[config.mk]
export PLATFORM = sky130hd
export DESIGN_NAME = stream_framer
export DESIGN_NICKNAME = d
export VERILOG_FILES = /design/src/rtl/stream_framer.sv
export SDC_FILE = /design/constraint.sdc
export NUM_CORES = 1
export LEC_CHECK = 0
export BUFFER_PORTS_ARGS = -buffer_cell sky130_fd_sc_hd__buf_2
export CORE_MARGIN = 8
export CORE_UTILIZATION = 27
export CTS_BUF_LIST = sky130_fd_sc_hd__clkbuf_16
export CTS_CLUSTER_SIZE = 10
export DETAILED_ROUTE_END_ITERATION = 8
export PLACE_DENSITY = 0.52
export SYNTH_ARGS = -nofsm -noshare
export SYNTH_HDL_FRONTEND = slang
export SYNTH_SLANG_ARGS = --single-unit
[constraint.sdc]
create_clock -name clk -period 5.2 [get_ports clk]
set_input_delay 1.04 -clock clk [delete_from_list [all_inputs] [get_ports clk]]
set_output_delay 1.04 -clock clk [all_outputs]
set_load 0.02 [all_outputs]
[src/rtl/stream_framer.sv]
`default_nettype none
// ============================================================================
// Module      : stream_framer
// Description : Source-side framer for the CNN streaming interface. Takes a
//               raw beat stream, counts beats per pixel, pixels per line and
//               lines per frame, and emits the beat one cycle later tagged
//               with sop/eop/sof/eof. Synchronises on frame_start_i and
//               pulses trunc_o when a frame is aborted before its eof.
// Revision    : 1.0 - initial release
//
// Ports:
//   clk            in   clock
//   reset          in   asynchronous active-high reset
//   data_i         in   raw beat (DATA_WIDTH)
//   data_valid_i   in   raw beat valid
//   frame_start_i  in   next (or same-cycle) valid beat starts a frame
//   data_o         out  registered beat, holds when data_valid_o=0
//   data_valid_o   out  output beat valid
//   sop_o/eop_o    out  first / last beat of line
//   sof_o/eof_o    out  first / last beat of frame
//   trunc_o        out  one-cycle pulse, frame aborted before eof
//   busy_o         out  framer not in IDLE
//   err_clr_i      in   synchronous error counter clear (optional)
//   err_cnt_o      out  saturating error count [15:0] (optional)
//
// Optional feature macro: STREAM_FRAMER_ERR_CNT_EN adds err_clr_i/err_cnt_o.
// Markers are forced low whenever data_valid_o is low.
// ============================================================================
module stream_framer #(
    parameter int DATA_WIDTH  = 8,
    parameter int CHANNEL_NUM = 3,
    parameter int STRING_LEN  = 224,
    parameter int STRING_NUM  = 224,
    parameter bit FREE_RUN    = 1'b0
) (
    input  logic                  clk,
    input  logic                  reset,
    input  logic [DATA_WIDTH-1:0] data_i,
    input  logic                  data_valid_i,
    input  logic                  frame_start_i,
    output logic [DATA_WIDTH-1:0] data_o,
    output logic                  data_valid_o,
    output logic                  sop_o,
    output logic                  eop_o,
    output logic                  sof_o,
    output logic                  eof_o,
    output logic                  trunc_o,
    output logic                  busy_o
`ifdef STREAM_FRAMER_ERR_CNT_EN
    ,
    input  logic                  err_clr_i,
    output logic [15:0]           err_cnt_o
`endif
);

    localparam int c_BEAT_W = (CHANNEL_NUM > 1) ? $clog2(CHANNEL_NUM) : 1;
    localparam int c_PIX_W  = (STRING_LEN  > 1) ? $clog2(STRING_LEN)  : 1;
    localparam int c_LINE_W = (STRING_NUM  > 1) ? $clog2(STRING_NUM)  : 1;

    localparam logic [c_BEAT_W-1:0] c_BEAT_LAST = c_BEAT_W'(CHANNEL_NUM - 1);
    localparam logic [c_PIX_W-1:0]  c_PIX_LAST  = c_PIX_W'(STRING_LEN - 1);
    localparam logic [c_LINE_W-1:0] c_LINE_LAST = c_LINE_W'(STRING_NUM - 1);

    typedef enum logic [1:0] {
        ST_IDLE   = 2'd0,
        ST_ARMED  = 2'd1,
        ST_ACTIVE = 2'd2
    } state_t;

    state_t                r_state;
    logic [c_BEAT_W-1:0]   r_beat_cnt;
    logic [c_PIX_W-1:0]    r_pix_cnt;
    logic [c_LINE_W-1:0]   r_line_cnt;

    logic                  w_cur_last;
    logic                  w_eof_restart;
    logic                  w_trunc;
    logic                  w_use_zero;
    logic                  w_fwd;
    logic                  w_drop;
    logic [c_BEAT_W-1:0]   w_beat;
    logic [c_PIX_W-1:0]    w_pix;
    logic [c_LINE_W-1:0]   w_line;
    logic                  w_sop;
    logic                  w_eop;
    logic                  w_sof;
    logic                  w_eof;

    always_comb begin
        w_cur_last    = (r_beat_cnt == c_BEAT_LAST) && (r_pix_cnt == c_PIX_LAST) &&
                        (r_line_cnt == c_LINE_LAST);
        // A frame start that coincides with the eof beat just re-arms; any
        // other frame start while active aborts the current frame.
        w_eof_restart = (r_state == ST_ACTIVE) && frame_start_i && data_valid_i && w_cur_last;
        w_trunc       = (r_state == ST_ACTIVE) && frame_start_i && !(data_valid_i && w_cur_last);
        // Outside ACTIVE, or on an abort, the beat is placed at frame position 0.
        w_use_zero    = (r_state != ST_ACTIVE) || w_trunc;
        w_fwd         = data_valid_i && ((r_state != ST_IDLE) || frame_start_i);
        w_drop        = data_valid_i && (r_state == ST_IDLE) && !frame_start_i;
        w_beat        = w_use_zero ? '0 : r_beat_cnt;
        w_pix         = w_use_zero ? '0 : r_pix_cnt;
        w_line        = w_use_zero ? '0 : r_line_cnt;
        w_sop         = (w_beat == '0) && (w_pix == '0);
        w_eop         = (w_beat == c_BEAT_LAST) && (w_pix == c_PIX_LAST);
        w_sof         = w_sop && (w_line == '0);
        w_eof         = w_eop && (w_line == c_LINE_LAST);
    end

    always_ff @(posedge clk or posedge reset) begin
        if (reset) begin
            r_state      <= ST_IDLE;
            r_beat_cnt   <= '0;
            r_pix_cnt    <= '0;
            r_line_cnt   <= '0;
            data_o       <= '0;
            data_valid_o <= 1'b0;
            sop_o        <= 1'b0;
            eop_o        <= 1'b0;
            sof_o        <= 1'b0;
            eof_o        <= 1'b0;
            trunc_o      <= 1'b0;
        end else begin
            data_valid_o <= w_fwd;
            sop_o        <= w_fwd && w_sop;
            eop_o        <= w_fwd && w_eop;
            sof_o        <= w_fwd && w_sof;
            eof_o        <= w_fwd && w_eof;
            trunc_o      <= w_trunc;
            if (w_fwd) begin
                data_o <= data_i;
            end

            if (w_fwd) begin
                if (w_eof) begin
                    r_beat_cnt <= '0;
                    r_pix_cnt  <= '0;
                    r_line_cnt <= '0;
                    r_state    <= (FREE_RUN || w_eof_restart) ? ST_ARMED : ST_IDLE;
                end else begin
                    r_state <= ST_ACTIVE;
                    if (w_beat == c_BEAT_LAST) begin
                        r_beat_cnt <= '0;
                        if (w_pix == c_PIX_LAST) begin
                            r_pix_cnt  <= '0;
                            r_line_cnt <= w_line + 1'b1;
                        end else begin
                            r_pix_cnt  <= w_pix + 1'b1;
                            r_line_cnt <= w_line;
                        end
                    end else begin
                        r_beat_cnt <= w_beat + 1'b1;
                        r_pix_cnt  <= w_pix;
                        r_line_cnt <= w_line;
                    end
                end
            end else if (w_trunc) begin
                r_beat_cnt <= '0;
                r_pix_cnt  <= '0;
                r_line_cnt <= '0;
                r_state    <= ST_ARMED;
            end else if ((r_state == ST_IDLE) && frame_start_i) begin
                r_state <= ST_ARMED;
            end
        end
    end

    assign busy_o = (r_state != ST_IDLE);

`ifdef STREAM_FRAMER_ERR_CNT_EN
    logic [15:0] r_err_cnt;

    // Drops only happen in IDLE and aborts only in ACTIVE, so at most one
    // increment per cycle.
    always_ff @(posedge clk or posedge reset) begin
        if (reset) begin
            r_err_cnt <= '0;
        end else if (err_clr_i) begin
            r_err_cnt <= '0;
        end else if ((w_drop || w_trunc) && (r_err_cnt != 16'hFFFF)) begin
            r_err_cnt <= r_err_cnt + 16'd1;
        end
    end

    assign err_cnt_o = r_err_cnt;
`else
    logic w_unused;
    assign w_unused = w_drop;
`endif

endmodule
`default_nettype wire

==> results.md <==
Outcome:
- The run finished with clean final reports.

Global routing:
- Global routing used a little under a tenth of the available tracks.
- Entering global routing, the biggest net connects 35 pins.
- The final global-route overflow total is 0.
- The first global-routing pass estimated 7479 um of wire.
- The via count of the first global-routing pass was about 1500.
- The initial antenna violation count is 0.

Synthesis:
- The multiplexer area fraction after synthesis is 0%.
- The mapped netlist covers about 1800 um^2.
- By area, the combinational part of the netlist is dominated by simple AND/OR/NAND/NOR gates.
- The number of nets handed over by synthesis was ~210.
- Yosys mapped the design onto 50 distinct sky130hd cell types.
- The share of the synthesized area in compound gates (AO/OA/AOI/OAI) is between 10% and 20%.
- The share of the synthesized netlist area taken by xor and xnor gates is 0%.
- The sequential share of the synthesized area is between 40% and 50%.
- After Yosys synthesis, and, or, nand and nor cells account for a little under 30% of the synthesized area.
- The fraction of synthesized cell area taken by the top area cell type is about half.
- The number of storage elements in the synthesis netlist is 34.
- Counting flops with a built-in enable in the synthesized netlist gives 0.
- Among all flip-flop cells after synthesis, the most frequent one is dfrtp_1.
- Synthesis handed over a netlist of between 150 and 200 instances.
- In the post-synthesis netlist, the biggest area contributors are dfrtp_1 48%, nand2_1 9.3%, o21ai_0 4.8%.
- The mean instance size in the synthesized netlist is approximately 9.0 um^2.
- For this run, asynchronously set or reset flops after synthesis account for 100.0%.
- The Yosys warning count is 0.
- The post-synthesis share of cell area spent on full adders, half adders and majority gates is 0%.
- Of all cell types, the one taking the most synthesized area is dfrtp_1.

Clock tree:
- The CTS buffer count is 5.
- The clock root buffer master is clkbuf_16.
- The number of hold buffers added after CTS was 0.
- Clock latency on the worst-skew pair, taken at its later pin, is between 0.2 and 0.3 ns.
- TritonCTS built the clock tree.
- The total clock sinks is 34.
- Clock-pin slew was measured on the worst setup and hold paths at 0.06 ns.
- Gates resized during post-CTS repair numbered 0.
- In this run the deepest clock path goes through 2 buffers.
- CTS built an H-tree with a depth of 2.
- The number of buffers added for setup after CTS is 0.

Worst setup path:
- The worst register-to-register path ends at r_line_cnt[7].
- The critical path startpoint category is an input port.
- For the worst setup path, the data required time is 5.37 ns.
- The critical path starts at frame_start_i.
- STA classifies the critical path endpoint as a flip-flop.
- The maximum net fanout on the critical path is 11.
- The setup slack of the most critical reg-to-reg path is between 3 and 4 ns.
- The worst setup path is of the in2reg kind.
- The data arrival time of the critical path is between 2 and 3 ns.
- The most critical setup path has its endpoint at r_line_cnt[1].
- The worst register-to-register path begins at r_beat_cnt[0].
- The cell count of the worst reg-to-reg path is 5.

Power and ir drop:
- Net switching is between 20% and 30% of the power.
- The leakage power of the design is 0.9700 nW.
- The internal power of the cells totals between 500 and 600 uW.
- The sum of internal, switching and leakage power is between 700 and 800 uW.
- The share of total power dissipated in the clock network is between 50% and 60%.
- The switching power summed over all nets is 187.0 uW.
- The portion of total power attributed to combinational logic is a little under an eighth.
- The maximum vdd drop is around 140 uV.
- The relative contribution of sequential cells to total power is roughly 38%.
- The total power density per cell area is ~360 nW/um^2.

STA:
- The final period demand of the worst path is 2.435 ns.
- The count of final setup violators is 0.
- The number of hold violations in the final report was 0.
- After layout, the worst path uses a little under half of the clock period.
- For the pin with the worst max-slew slack, the measured transition is approximately 0.79 ns.
- The relative slew slack is about 48%.
- On the final layout, the worst clock skew is ~0.004 ns.
- Setup repair after global routing left no endpoint under its margin.
- The highest attainable clock frequency is between 400 and 500 MHz.
- The final-report max-slew violation count is 0.
- In the final timing run, aggregate negative setup slack is 0 ns.
- On the final layout, the worst hold slack is between 0.4 and 0.5 ns.

Placed design:
- The HPWL after detailed placement is approximately 3200 um.
- In this run the tool buffered the top-level ports with 26 buffer cells.
- The placer's final routability congestion estimate is just over 0.8.

Route:
- After detailed routing, the total wire length is roughly 4500 um.
- After the first detailed-routing iteration, the DRC count stood at 96.
- The average wire per standard cell is around 15 um.
- The vias after detailed routing is between 1500 and 2000.
- In this run the remaining antenna-violating nets after routing total 0.
- The mean number of vias per cell is 5.200.
- The number of optimization iterations in the first detailed-route pass is 4.
- The total DRC errors in the routed layout is 0.

Cells and area:
- The antenna diode count is 0.
- The fraction of final layout cells with drive strength greater than 1 is 19.73%.
- The area growth from synthesis to layout is 20.74%.
- The number of nets in the finished design is ~230.

Die:
- The die is between 90 and 100 um wide.
- 27 I/O pins were placed.
- After floorplanning, the core was sized to cover around 6300 um^2.
- The initial standard-cell utilization of the core is 27.84%.
- The overall die height is 96.92 um.
- Row generation in the floorplan step produced 29 rows.
- The area enclosed by the die boundary is 9393 um^2.

Flow run:
- The max-cap violation count is 0.

Hold path:
- The type of the most critical hold path is reg2reg.
[routing by layer]
layer / track usage, % / up-vias / routed length (um)
met3: 3.058 / 10 / 322
li1: - / 757 / -
met4: 4.615 / 0 / 93
met5: 0 / - / 0
met2: 14.01 / 58 / 1939
met1: 12.07 / 735 / 2127
[worst max-delay path, cell delays in order]
cell and delay [ns]:
buf_2 0.15, nor3b_2 0.28, nand2_1 0.31, a21oi_2 0.42
nand2_1 0.13, o311ai_1 0.27
[sequential cells by signal (all words and copies together) (netlist names)]
| register | count |
|---|---|
| data_o | 8 |
| data_valid_o | 1 |
| eof_o | 1 |
| eop_o | 1 |
| r_beat_cnt | 2 |
| r_line_cnt | 8 |
| r_pix_cnt | 8 |
| r_state | 2 |
| sof_o | 1 |
| sop_o | 1 |
| trunc_o | 1 |
[worst min path at each step]
stage	start	end	slack [ns]	depth (start not counted)
2_1_floorplan	r_pix_cnt[7]	r_pix_cnt[7]	0.50	1
3_3_place_gp	data_o[6]	data_o[6]	0.46	2
3_5_place_dp	data_o[2]	data_o[2]	0.46	2
4_1_cts	data_o[2]	data_o[2]	0.47	2
5_1_grt	data_o[2]	data_o[2]	0.50	2
6_report	data_o[2]	data_o[2]	0.47	2
[Yosys cell counts, drive strengths merged, types with 3 or more instances]
library cell  count
a21oi            13
inv               5
nor3b             3
and3              3
nor3              3
o21ai            18
nand2            46
nor2             11
dfrtp            34
nand4             3
clkbuf            3
o31ai             3
nand4b            3
nor4              6
nand3b            5
nand3             7
buf               7
[through the flow]
stage	instances	util, %	area (um^2)	setup slack, ns
6_report	300	33.62	2135	2.765
5_1_grt	300	33.62	2135	2.586
4_1_cts	300	33.62	2135	2.786
3_5_place_dp	292	30.56	1941	2.499
3_3_place_gp	292	30.56	1941	2.591
2_1_floorplan	197	-	1768	2.871
[cell type report]
cell class | instances | area (um^2)
Timing Repair Buffer | 28 | 145.1
Sequential cell | 34 | 850.8
Multi-Input combinational cell | 148 | 829.5
Inverter | 5 | 18.77
Fill cell | 654 | 4215
Clock inverter | 3 | 68.82
Tap cell | 77 | 96.34
Clock buffer | 5 | 125.1
[cells in the final DEF, fill, tap and decap left out, types with 4 or more instances in the layout]
master / Yosys / layout
inv_1: 4 / 4
dfrtp_1: 34 / 34
nand3_1: 6 / 6
nor4_1: 5 / 5
o21ai_0: 17 / 17
nand3b_1: 5 / 5
buf_2: 2 / 26
nand2_1: 44 / 44
a21oi_1: 12 / 12
nor2_1: 11 / 11
clkbuf_16: 0 / 5
[cells by family (layout without fill, tap and decap cells)]
family	Yosys count	in the layout
buf+inv	15	41
compound gates	50	50
simple gates	98	98
flops	34	34
[power groups by stage]
stage	Sequential [mW]	Clock [mW]	Combinational, mW
after floorplan	0.307	0	0.0499
after global placement	0.297	0	0.0900
after detailed placement	0.296	0	0.0909
after CTS	0.292	0.399	0.0906
after global routing	0.295	0.409	0.0990
final	0.293	0.389	0.0892
No activity file was read; power rests on OpenSTA's default activity.
